[config.mk]
export PLATFORM = sky130hd
export DESIGN_NAME = jug_pour_seq
export DESIGN_NICKNAME = d
export VERILOG_FILES = /design/src/rtl/jug_pkg.sv /design/src/rtl/jug_xfer_calc.sv /design/src/rtl/jug_pour_seq.sv
export SDC_FILE = /design/constraint.sdc
export NUM_CORES = 1
export LEC_CHECK = 0
export BUFFER_PORTS_ARGS = -buffer_cell sky130_fd_sc_hd__buf_4
export CELL_PAD_IN_SITES_DETAIL_PLACEMENT = 1
export CELL_PAD_IN_SITES_GLOBAL_PLACEMENT = 2
export CORE_AREA = 2 2 100 102
export CTS_CLUSTER_DIAMETER = 200
export DETAILED_ROUTE_END_ITERATION = 6
export DIE_AREA = 0 0 102 104
export PLACE_DENSITY_LB_ADDON = 0.1
export SYNTH_ARGS = -nofsm -noshare
export SYNTH_HDL_FRONTEND = slang
export SYNTH_SLANG_ARGS = --single-unit
[constraint.sdc]
create_clock -name clk -period 3.45 [get_ports clk]
set_clock_uncertainty 0.15 [all_clocks]
set_input_delay 0 -clock clk [delete_from_list [all_inputs] [get_ports clk]]
set_output_delay 0 -clock clk [all_outputs]
set_load 0.005 [all_outputs]
[src/rtl/jug_pkg.sv]
// Shared types and defaults for the three-bucket pouring sequencer.
package jug_pkg;

  localparam int DEF_CAP_A = 8;
  localparam int DEF_CAP_B = 5;
  localparam int DEF_CAP_C = 3;
  localparam int LVL_W     = 4;

  typedef logic [LVL_W-1:0] lvl_t;

  typedef enum logic [1:0] {
    BKT_A       = 2'd0,
    BKT_B       = 2'd1,
    BKT_C       = 2'd2,
    BKT_ILLEGAL = 2'd3
  } bucket_e;

  typedef enum logic [1:0] {
    ST_IDLE = 2'd0,
    ST_POUR = 2'd1,
    ST_DONE = 2'd2
  } state_e;

  function automatic lvl_t pick_lvl(input bucket_e sel, input lvl_t a,
                                    input lvl_t b, input lvl_t c);
    lvl_t r;
    case (sel)
      BKT_A:   r = a;
      BKT_B:   r = b;
      BKT_C:   r = c;
      default: r = '0;
    endcase
    return r;
  endfunction

endpackage

[src/rtl/jug_xfer_calc.sv]
// Pour amount: whatever the source holds, limited by the room left in the destination.
module jug_xfer_calc
  import jug_pkg::*;
(
  input  logic [LVL_W-1:0] src_lvl,
  input  logic [LVL_W-1:0] dst_lvl,
  input  logic [LVL_W-1:0] dst_cap,
  output logic [LVL_W-1:0] amt
);

  lvl_t room;

  always_comb begin
    room = dst_cap - dst_lvl;
    amt  = (src_lvl < room) ? src_lvl : room;
  end

endmodule

[src/rtl/jug_pour_seq.sv]
// Water-jug pour sequencer: accepts src/dst commands and moves one unit per cycle.
module jug_pour_seq
  import jug_pkg::*;
#(
  parameter int CAP_A = DEF_CAP_A,
  parameter int CAP_B = DEF_CAP_B,
  parameter int CAP_C = DEF_CAP_C
) (
  input  logic             clk,
  input  logic             rst,
  input  logic             cmd_valid,
  output logic             cmd_ready,
  input  logic [1:0]       cmd_src,
  input  logic [1:0]       cmd_dst,
  input  logic [LVL_W-1:0] target,
  output logic [LVL_W-1:0] lvl_a,
  output logic [LVL_W-1:0] lvl_b,
  output logic [LVL_W-1:0] lvl_c,
  output logic             busy,
  output logic             done,
  output logic             err,
  output logic             goal,
  output logic             goal_seen,
  output logic [7:0]       step_cnt
);

  localparam lvl_t CAP_A_L = lvl_t'(CAP_A);
  localparam lvl_t CAP_B_L = lvl_t'(CAP_B);
  localparam lvl_t CAP_C_L = lvl_t'(CAP_C);

  state_e  state, state_d;
  bucket_e src_q, dst_q, src_d, dst_d;
  lvl_t    rem, rem_d;
  lvl_t    lvl_a_d, lvl_b_d, lvl_c_d;
  lvl_t    sel_src_lvl, sel_dst_lvl, sel_dst_cap, amt;
  logic    accept, illegal, err_d;

  always_comb begin
    sel_src_lvl = pick_lvl(bucket_e'(cmd_src), lvl_a, lvl_b, lvl_c);
    sel_dst_lvl = pick_lvl(bucket_e'(cmd_dst), lvl_a, lvl_b, lvl_c);
    sel_dst_cap = pick_lvl(bucket_e'(cmd_dst), CAP_A_L, CAP_B_L, CAP_C_L);
  end

  jug_xfer_calc u_calc (
    .src_lvl (sel_src_lvl),
    .dst_lvl (sel_dst_lvl),
    .dst_cap (sel_dst_cap),
    .amt     (amt)
  );

  assign cmd_ready = (state == ST_IDLE) && !rst;
  assign busy      = (state != ST_IDLE);
  assign done      = (state == ST_DONE);
  assign accept    = cmd_valid && cmd_ready;
  assign illegal   = (cmd_src == cmd_dst) || (cmd_src == BKT_ILLEGAL) ||
                     (cmd_dst == BKT_ILLEGAL);
  assign goal      = (lvl_a == target) || (lvl_b == target) || (lvl_c == target);

  // A zero-amount command still spends one POUR cycle (rem=0) so DONE always
  // lands max(amt,1) edges after acceptance.
  always_comb begin
    state_d = state;
    rem_d   = rem;
    src_d   = src_q;
    dst_d   = dst_q;
    lvl_a_d = lvl_a;
    lvl_b_d = lvl_b;
    lvl_c_d = lvl_c;
    err_d   = 1'b0;
    case (state)
      ST_IDLE: begin
        if (accept) begin
          if (illegal) begin
            err_d = 1'b1;
          end else begin
            src_d   = bucket_e'(cmd_src);
            dst_d   = bucket_e'(cmd_dst);
            rem_d   = amt;
            state_d = ST_POUR;
          end
        end
      end
      ST_POUR: begin
        if (rem == '0) begin
          state_d = ST_DONE;
        end else begin
          case (src_q)
            BKT_A:   lvl_a_d = lvl_a - lvl_t'(1);
            BKT_B:   lvl_b_d = lvl_b - lvl_t'(1);
            BKT_C:   lvl_c_d = lvl_c - lvl_t'(1);
            default: ;
          endcase
          case (dst_q)
            BKT_A:   lvl_a_d = lvl_a + lvl_t'(1);
            BKT_B:   lvl_b_d = lvl_b + lvl_t'(1);
            BKT_C:   lvl_c_d = lvl_c + lvl_t'(1);
            default: ;
          endcase
          rem_d = rem - lvl_t'(1);
          if (rem == lvl_t'(1)) state_d = ST_DONE;
        end
      end
      ST_DONE: state_d = ST_IDLE;
      default: state_d = ST_IDLE;
    endcase
  end

  always_ff @(posedge clk) begin
    if (rst) begin
      state     <= ST_IDLE;
      rem       <= '0;
      src_q     <= BKT_A;
      dst_q     <= BKT_A;
      lvl_a     <= CAP_A_L;
      lvl_b     <= '0;
      lvl_c     <= '0;
      err       <= 1'b0;
      goal_seen <= 1'b0;
      step_cnt  <= '0;
    end else begin
      state     <= state_d;
      rem       <= rem_d;
      src_q     <= src_d;
      dst_q     <= dst_d;
      lvl_a     <= lvl_a_d;
      lvl_b     <= lvl_b_d;
      lvl_c     <= lvl_c_d;
      err       <= err_d;
      goal_seen <= goal_seen | goal;
      if ((state == ST_DONE) && (step_cnt != 8'hFF)) step_cnt <= step_cnt + 8'd1;
    end
  end

endmodule
* Word-level counts from Yosys, hierarchy flattened
Index checks and enable logic that the tools add are counted.
** Storage, ports and cells
- Word-level logic and storage cells :: 93
- Flip-flop bits (word level) :: 32
- Output and inout port bits :: 26
- Bits of input ports :: 11
** Cells by class
- Eq/ne operators :: 22
- Bitwise operators :: 5
- Reductions and logical operators :: 26
- Multiplexer cells :: 20
- Order comparisons :: 1
- Add/subtract/negate cells :: 9
** Operator list (count)
- 2-to-1 mux 4 bit :: 10
- case mux 4 bit (3 select lines) :: 3
- subtractor 4 x 1 -> 4 bit, second input constant :: 4
- AND reduction 3 bit :: 5
- == test 2 bit, second input constant :: 7
- adder 4 x 1 -> 4 bit, second input constant :: 3
- == test 4 bit :: 3
- == test 2 x 1 -> 1 bit, second input constant :: 5
- zero test 2 bit :: 5
- nonzero test 2 bit :: 5
- adder 8 x 1 -> 8 bit, second input constant :: 1
- 2-to-1 mux 2 bit :: 4
- != test 8 bit, second input constant :: 1
- case mux 4 bit (2 select lines) :: 1
- != test 2 bit, second input constant :: 3
- == test 4 x 1 -> 1 bit, second input constant :: 1
- zero test 4 bit :: 1
- logical OR 1 bit :: 4
- less-than comparator 4 bit :: 1
- inverter 1 bit :: 4
- case mux 2 bit (2 select lines) :: 1
- AND reduction 4 bit :: 1
- subtractor 4 bit :: 1
- logical AND 1 bit :: 3
- 6 further kinds :: 6

* Logic depth before layout (Yosys ltp)
Gate-level depths: netlist (run 1).
- Depth in word-level cells :: 8
- Mapped depth :: 15
- Depth with buffers taken out :: 15

* Hierarchy
From an unflattened synthesis (run 1), not the netlist that was laid out.
** Unflattened totals
- Cells, all modules :: 269
- Area, all modules :: 2327.2 µm²
** By module, submodules not included
- jug_pour_seq :: seq. area each 640.6 µm², area an instance 2078.2 µm², times used 1, cells each 239
- jug_xfer_calc :: seq. area each 0.0 µm², area an instance 249.0 µm², times used 1, cells each 30

* Worst setup path after synthesis (run 1)
OpenSTA, ideal clock, no wires.
- Path kind :: register to register
- Start point :: register lvl_a[1]
- End point :: register rem[2]
- Clock period less this slack :: 2.959 ns
- Cell stages (with the launch flop) :: 13
- Data required time :: 3.180 ns
- Path buffers :: 0
- Arrival :: 2.690 ns
- Setup time :: 0.120 ns
- Path slack :: 0.491 ns
- Cell sequence :: dfxtp_1 nand2_1 a31o_2 ha_1 a21o_1 a21oi_1 xor2_1 xor2_1 ha_1 and3b_1 a31oi_1 nor2_1 o31a_1
** Between the ends
- Cells in the longest elaborated chain, start to end :: 7
- Elaborated cells between the ends (all ways) :: 8
- Classes of those cells :: 1 x add/sub; 1 x order compare; 6 x mux
** RTL lines
- start: declaration :: line jug_pour_seq.sv:16 : output logic [LVL_W-1:0] lvl_a,
- start signal: assignment :: line jug_pour_seq.sv:125 : lvl_a <= lvl_a_d;
- case mux 4 bit (3 select lines) :: line jug_pkg.sv:27 : case (sel)
- subtractor 4 bit :: line jug_xfer_calc.sv:14 : room = dst_cap - dst_lvl;
- less-than comparator 4 bit :: line jug_xfer_calc.sv:15 : amt = (src_lvl < room) ? src_lvl : room;
- 2-to-1 mux 4 bit * :: line jug_xfer_calc.sv:15
- 2-to-1 mux 4 bit * :: line jug_pour_seq.sv:73 : if (illegal) begin
- 2-to-1 mux 4 bit * :: line jug_pour_seq.sv:72 : if (accept) begin
- case mux 4 bit (2 select lines) * :: line jug_pour_seq.sv:70 : case (state)
- end signal: assignment :: line jug_pour_seq.sv:122 : rem <= rem_d;
- end: declaration :: line jug_pour_seq.sv:33 : lvl_t rem, rem_d;
Mark *: on every way between the ends. The rest lies on a longest branch, timed or not. The select of a mux whose other input is x is not followed.
A chain may end at the register's enable or synchronous reset.

* Final worst setup path (run 1)
- Start point :: register lvl_b[1]
- End point :: register rem[2]
** Between the ends
- Cells in the longest elaborated chain, start to end :: 7
- Elaborated cells between the ends (all ways) :: 8
- Classes of those cells :: 1 x add/sub; 1 x order compare; 6 x mux
** RTL lines
- start: declaration :: line jug_pour_seq.sv:17 : output logic [LVL_W-1:0] lvl_b,
- start signal: assignment :: line jug_pour_seq.sv:126 : lvl_b <= lvl_b_d;
- case mux 4 bit (3 select lines) :: line jug_pkg.sv:27
- subtractor 4 bit :: line jug_xfer_calc.sv:14
- less-than comparator 4 bit :: line jug_xfer_calc.sv:15
- 2-to-1 mux 4 bit * :: line jug_xfer_calc.sv:15
- 2-to-1 mux 4 bit * :: line jug_pour_seq.sv:73
- 2-to-1 mux 4 bit * :: line jug_pour_seq.sv:72
- case mux 4 bit (2 select lines) * :: line jug_pour_seq.sv:70
Marks and branches as above.

==> summary.txt, run 1 <==
Worst-margin pin slew: 0.627 ns
Nets: 361
Clk pin slew, worst setup/hold paths: 0.08 ns
Crit share post-route: 88.7%
Initial antenna violation count: 0
Post-synth EDFFs: 0
Mapped cell area: 2340 um2
# rows: 36
Top delay family on crit path: compound AO/OA/AOI/OAI gates
Die extent in y: 104 um
Fmax: 327 MHz
IO Port Bufs: 36
Setup TNS: 0 ns
Sw Ratio: 27.5%
Routed len/inst: 15.5 um
Synth Area per Inst: 8.70 um2
Period minus WS final: 3.06 ns
Crit Path Max Fanout: 4
Pin count of the biggest net entering global routing: 35
Mapped Cells: 269
Placeable Area: 9550 um2
Initial core utilization: 24.5%
# diodes: 0
Postcts setup bufs: 0
Vias per cell: 4.56
Clk sinks: 32
Aggregate global-route resource usage: 14.0%
Netlist cell types: 48
Total CTS buffers: 5
Syn Nets: 307
Net Sw Power: 0.250 mW
Remaining DRCs: 0
CP max-delay cell: dfxtp_1
Critical Path RT: 3.49 ns
Hold WC Path Type: in2reg
Slew Viols, Final: 0
Global Route met2 Usage: 22.1%
PwrDens: 302 nW/um2
RSZ-0062 raised after global routing: false
Crit-path cells: nand2_1 -> a31o_2 -> ha_1 -> a21o_1 -> a21oi_1 -> xor2_1 -> xor2_1 -> ha_1 -> and3b_1 -> a31oi_1 -> nor2_1 -> o31a_1
Total wire length: 7080 um
Post-synth top flop: dfxtp_1
Maximum VDD drop: 0.000141 V
Clock Latency Late Sink: 0.29 ns
Startpoint types: flop
YS warnings: 0
Sequential fraction of the synthesis area: 27.4%
Die ar.: 10600 um2
Internal power: 0.658 mW
Final setup viols: 0
Synth Register Bits: 32
Design Power: 0.908 mW
HPWL after DPL: 5410 um
Power share of the clock group: 41.7%
GP Congestion: 0.769
CTS root buf: clkbuf_8
H-tree depth: 2
TritonCTS clock tree: done
Relative slew slack: 58.2%
Proportion of layout cells with a drive suffix above 1: 20.4%
Crit end category: flop
Critical Path Max Stage Delay: 0.37 ns
Global route hottest layer: met2
Seq. cell area: 641 um2
Comb pwr share: 16.2%
Die Width: 102 um
Sequential Power Share: 42.1%
Pleak: 1.27 nW
Routed Antenna Nets: 0
Overflow after GRT: 0
Number of global-route vias before repair: 2144
Ports: 37
Initial DRC Count: 48
Post-synth ARST share: 0%
Final Hold Fails: 0
Grt met3 use: 2.49%
Worst Path Buf+Inv: 0
Worst Setup Path Type: reg2reg
Clk buf depth: 2
Area of the multi-input gates: 1610 um2
First-pass GRT wire length: 11600 um
Worst EP arrival: 3.10 ns
Router iterations before antenna repair: 4
Met1 Use GR: 19.9%
Max-Cap Viols: 0
Status: complete, no violations
Area growth from synthesis to layout: 28.3%
Via count: 2084
Fillcell total: 1149
[cells in the mapped netlist, drive strengths merged (7+ instances only)]
| cell type | count | area (um2) |
|---|---|---|
| nand2b | 12 | 75.1 |
| inv | 11 | 41.3 |
| dfxtp | 32 | 641 |
| a21o | 7 | 52.6 |
| xor2 | 11 | 96.3 |
| nand2 | 17 | 63.8 |
| ha | 23 | 288 |
| nor2 | 30 | 113 |
| mux2i | 11 | 110 |
| a21oi | 19 | 103 |
| xnor2 | 20 | 175 |
| o21ai | 9 | 45.0 |
[layout by cell type (no fill, tap or decap), types with 2 or more instances in the layout]
| master | netlist | final |
|---|---|---|
| buf_4 | 1 | 46 |
| dfxtp_1 | 32 | 32 |
| nor2_1 | 30 | 30 |
| ha_1 | 23 | 23 |
| xnor2_1 | 20 | 20 |
| a21oi_1 | 17 | 17 |
| nand2_1 | 17 | 17 |
| nand2b_1 | 12 | 12 |
| inv_1 | 11 | 11 |
| xor2_1 | 11 | 11 |
| mux2i_1 | 11 | 11 |
| dlygate4sd3_1 | 0 | 9 |
| o21ai_0 | 8 | 8 |
| a21o_1 | 7 | 7 |
| nand4_1 | 6 | 6 |
| nand3_1 | 5 | 5 |
| clkbuf_8 | 0 | 5 |
| a31oi_1 | 4 | 4 |
| fa_1 | 4 | 4 |
| or2_2 | 3 | 3 |
| a222oi_1 | 3 | 3 |
| a31o_2 | 3 | 3 |
| or3_1 | 3 | 3 |
| o22ai_1 | 2 | 2 |
| nand3b_1 | 2 | 2 |
| or3b_1 | 2 | 2 |
| nor3_1 | 2 | 2 |
| a21oi_2 | 2 | 2 |
| and3_1 | 2 | 2 |
| nor4_1 | 2 | 2 |
| a211oi_1 | 2 | 2 |
[per-layer routing]
layer | vias up | wire length [um] | part of all wire, %
met1 | 993 | 3580 | 50
met4 | 0 | 42 | 0.59
met2 | 30 | 3280 | 46
met3 | 7 | 183 | 2.6
met5 | - | 0 | 0
li1 | 1054 | - | -
[registers in the layout, indices dropped and copies added, names as in the netlist]
| signal | cells |
|---|---|
| lvl_c | 4 |
| goal_seen | 1 |
| dst_q | 2 |
| lvl_a | 4 |
| lvl_b | 4 |
| rem | 4 |
| state | 2 |
| src_q | 2 |
| err | 1 |
| step_cnt | 8 |
[kinds of logic (layout without fill, tap and decap cells)]
logic type	after synthesis	after routing	synth area share, %
adder cells (fa/ha/maj)	27	27	15.7
multiplexers	12	12	5.18
XOR/XNOR	31	31	11.6
AND/OR/NAND/NOR	91	91	19.8
buffers and inverters	19	74	3.90
AO/OA/AOI/OAI	57	57	16.4
flip-flops	32	32	27.4
[power by group through the flow]
stage | sequential [mW] | combinational, mW | clock (mW)
after floorplan | 0.391 | 0.0941 | 0
after global placement | 0.392 | 0.142 | 0
after detailed placement | 0.392 | 0.142 | 0
after CTS | 0.383 | 0.150 | 0.393
after global routing | 0.384 | 0.165 | 0.408
final | 0.383 | 0.147 | 0.378
[worst reg2reg max path: cells and delay by family (launching register included)]
kind,cells,cell delay (ns)
xor+xnor,2,0.37
simple gates,3,0.31
flops,1,0.37
fa+ha+maj,2,0.59
compound gates,5,1.14
[final timing paths]
kind                                        endpoint  depth (start not counted)  slack (ns)                   from
worst max-delay path             rem[2]$_SDFFE_PP0P_                         12        0.39  lvl_b[1]$_SDFFE_PP0P_
worst min-delay path            goal_seen$_SDFF_PP0_                          6        0.06              target[1]
worst max register to register   rem[2]$_SDFFE_PP0P_                         12        0.39  lvl_b[1]$_SDFFE_PP0P_
worst min register to register  goal_seen$_SDFF_PP0_                          2        0.34   goal_seen$_SDFF_PP0_
[metrics by stage]
step           worst slack, ns  cell area [um2]  utilization, %  hold WS [ns]  cells
6_report                 0.389             3000            31.5        0.0564    457
5_1_grt                  0.147             3000            31.5         0.112    457
4_1_cts                  0.376             3000            31.5        0.0591    457
3_5_place_dp             0.174             2800            29.4         0.156    440
3_3_place_gp             0.219             2800            29.4         0.145    440
2_1_floorplan            0.491             2340               -        -0.130    269
[final cells by class]
type	instances	area share (%)
sequential	32	21.3
tap	133	5.54
inverter	11	1.37
clock inverter	3	1.42
timing repair buffer	55	14.5
clock buffer	5	2.29
multi-input combinational	218	53.6
[timing repair]
item | 4_1_cts | 5_1_grt
endpoints found under the hold margin | 16 | 0
resized for setup | 0 | 0
hold buffers | 9 | 0
Note: power is estimated with default switching activity, not from simulation.
==> run 2: changes to the inputs <==
Settings changed: HOLD_SLACK_MARGIN set to 0.06, RECOVER_POWER set to 100.
==> run 2 against run 1 <==
Global-route usage is essentially flat. Maximum frequency grew 0.31%. Flip-flop and latch count is the same. Combinational power is essentially flat. Sequential share of layout area grew 0.26 points. Worst hold slack gained 0.011 ns. Cell count grew 0.44%. Non-clock buffer count grew 2. Count of clock-buffer cells in the layout is the same. Cell area shrank 1.2%. Register-to-register slack is essentially flat. Critical endpoint unchanged. Largest cell class unchanged. Largest power group unchanged.
==> summary.txt, run 2 (same netlist as run 1, synthesis figures left out) <==
Status: complete, no violations
Area of the multi-input gates: 1590 um2
Relative slew slack: 57.3%
Proportion of layout cells with a drive suffix above 1: 16.3%
# rows: 36
Crit share post-route: 88.4%
Vias per cell: 4.56
Placeable Area: 9550 um2
Routed Antenna Nets: 0
PwrDens: 305 nW/um2
CTS root buf: clkbuf_8
Final Hold Fails: 0
Via count: 2093
Crit Path Max Fanout: 4
Hold path startpoint: target[3]
Postcts setup bufs: 0
R2r startpoint: lvl_b[1]$_SDFFE_PP0P_
TritonCTS clock tree: done
H-tree depth: 2
Clock Latency Late Sink: 0.29 ns
Most frequent cells in the layout: dfxtp_1 (32), nor2_1 (30), ha_1 (23)
GP Congestion: 0.769
Final setup viols: 0
Total CTS buffers: 5
Clk pin slew, worst setup/hold paths: 0.08 ns
Aggregate global-route resource usage: 14.0%
Die extent in y: 104 um
Router iterations before antenna repair: 4
Final Cell Area: 2970 um2
Die Width: 102 um
R2R setup slack: 0.40 ns
Overflow after GRT: 0
Area growth from synthesis to layout: 26.8%
Die ar.: 10600 um2
Pleak: 1.23 nW
Maximum VDD drop: 0.000142 V
Critical Path RT: 3.49 ns
Initial core utilization: 24.5%
RSZ-0062 raised after global routing: false
CTS resizes: 0
Hold WC Path Type: in2reg
Placed Instance Area: 2800 um2
Setup TNS: 0 ns
Seq. cell area: 641 um2
Post-layout util: 31.1%
Initial DRC Count: 37
Crit end category: flop
Total wire length: 7100 um
Largest register FFs: 8
Max-Cap Viols: 0
Fmax: 328 MHz
Initial antenna violation count: 0
Most common cell after layout, fill and taps aside: dfxtp_1
Clk sinks: 32
Worst-margin pin slew: 0.641 ns
Nets: 363
Slew Viols, Final: 0
Worst EP arrival: 3.09 ns
Biggest register: step_cnt
Fillcell total: 1161
Period minus WS final: 3.05 ns
HPWL after DPL: 5410 um
Routed len/inst: 15.5 um
IO Port Bufs: 36
First-pass GRT wire length: 11600 um
Pin count of the biggest net entering global routing: 35
Worst Setup Path Type: reg2reg
Startpoint types: flop
Ports: 37
Remaining DRCs: 0
Clk buf depth: 2
Number of global-route vias before repair: 2153
# diodes: 0
Critical path startpoint: lvl_b[1]$_SDFFE_PP0P_
-- run 2: cell types whose count changed in the layout (fill, tap and decap cells not counted), sizes merged --
cell         delta
dlygate4sd3     +2
buf            -25
clkbuf         +25
-- run 2: per-layer routing --
metal,vias up,part of all wire [%],track usage (%)
li1,1056,-,-
met1,998,50,20.0
met2,32,47,22.2
met3,7,2.7,2.49
met4,0,0.69,2.57
met5,-,0,0
-- run 2: stage by stage --
| stage | hold slack [ns] | total power [mW] | cells | worst slack [ns] |
|---|---|---|---|---|
| after floorplan | -0.130 | 0.485 | 269 | 0.491 |
| after global placement | 0.145 | 0.534 | 440 | 0.219 |
| after detailed placement | 0.156 | 0.533 | 440 | 0.174 |
| after CTS | 0.0762 | 0.927 | 459 | 0.376 |
| after global routing | 0.110 | 0.957 | 459 | 0.149 |
| final | 0.0671 | 0.905 | 459 | 0.399 |
-- run 2: where the power goes --
group / internal (mW) / switching, mW
logic: 0.0680 / 0.0782
clock network: 0.214 / 0.163
registers: 0.376 / 0.00610
-- run 2: cell type report --
| type | instances | share of cell area [%] |
|---|---|---|
| Clock inverter | 3 | 1.43 |
| Inverter | 11 | 1.39 |
| Clock buffer | 5 | 2.32 |
| Sequential cell | 32 | 21.6 |
| Timing Repair Buffer | 57 | 14.1 |
| Tap cell | 133 | 5.61 |
| Multi-Input combinational cell | 218 | 53.6 |
-- run 2: repair_timing --
item                                   in CTS  in global routing
endpoints found under the hold margin      23                  0
hold buffers                               11                  0
setup endpoints to repair                   0                  0
-- run 2: final timing paths --
kind | end | cells after the start
worst max-delay path | rem[2]$_SDFFE_PP0P_ | 12
worst max register to register | rem[2]$_SDFFE_PP0P_ | 12
worst min-delay path | goal_seen$_SDFF_PP0_ | 6
worst min register to register | goal_seen$_SDFF_PP0_ | 2
-- run 2: worst max-delay path, stage by stage, from the launching register on --
cell and delay (ns):
dfxtp_1 0.36, nand2_1 0.06, a31o_2 0.25, ha_1 0.27
a21o_1 0.15, a21oi_1 0.16, xor2_1 0.26, xor2_1 0.11
ha_1 0.32, and3b_1 0.18, a31oi_1 0.31, nor2_1 0.07
o31a_1 0.27
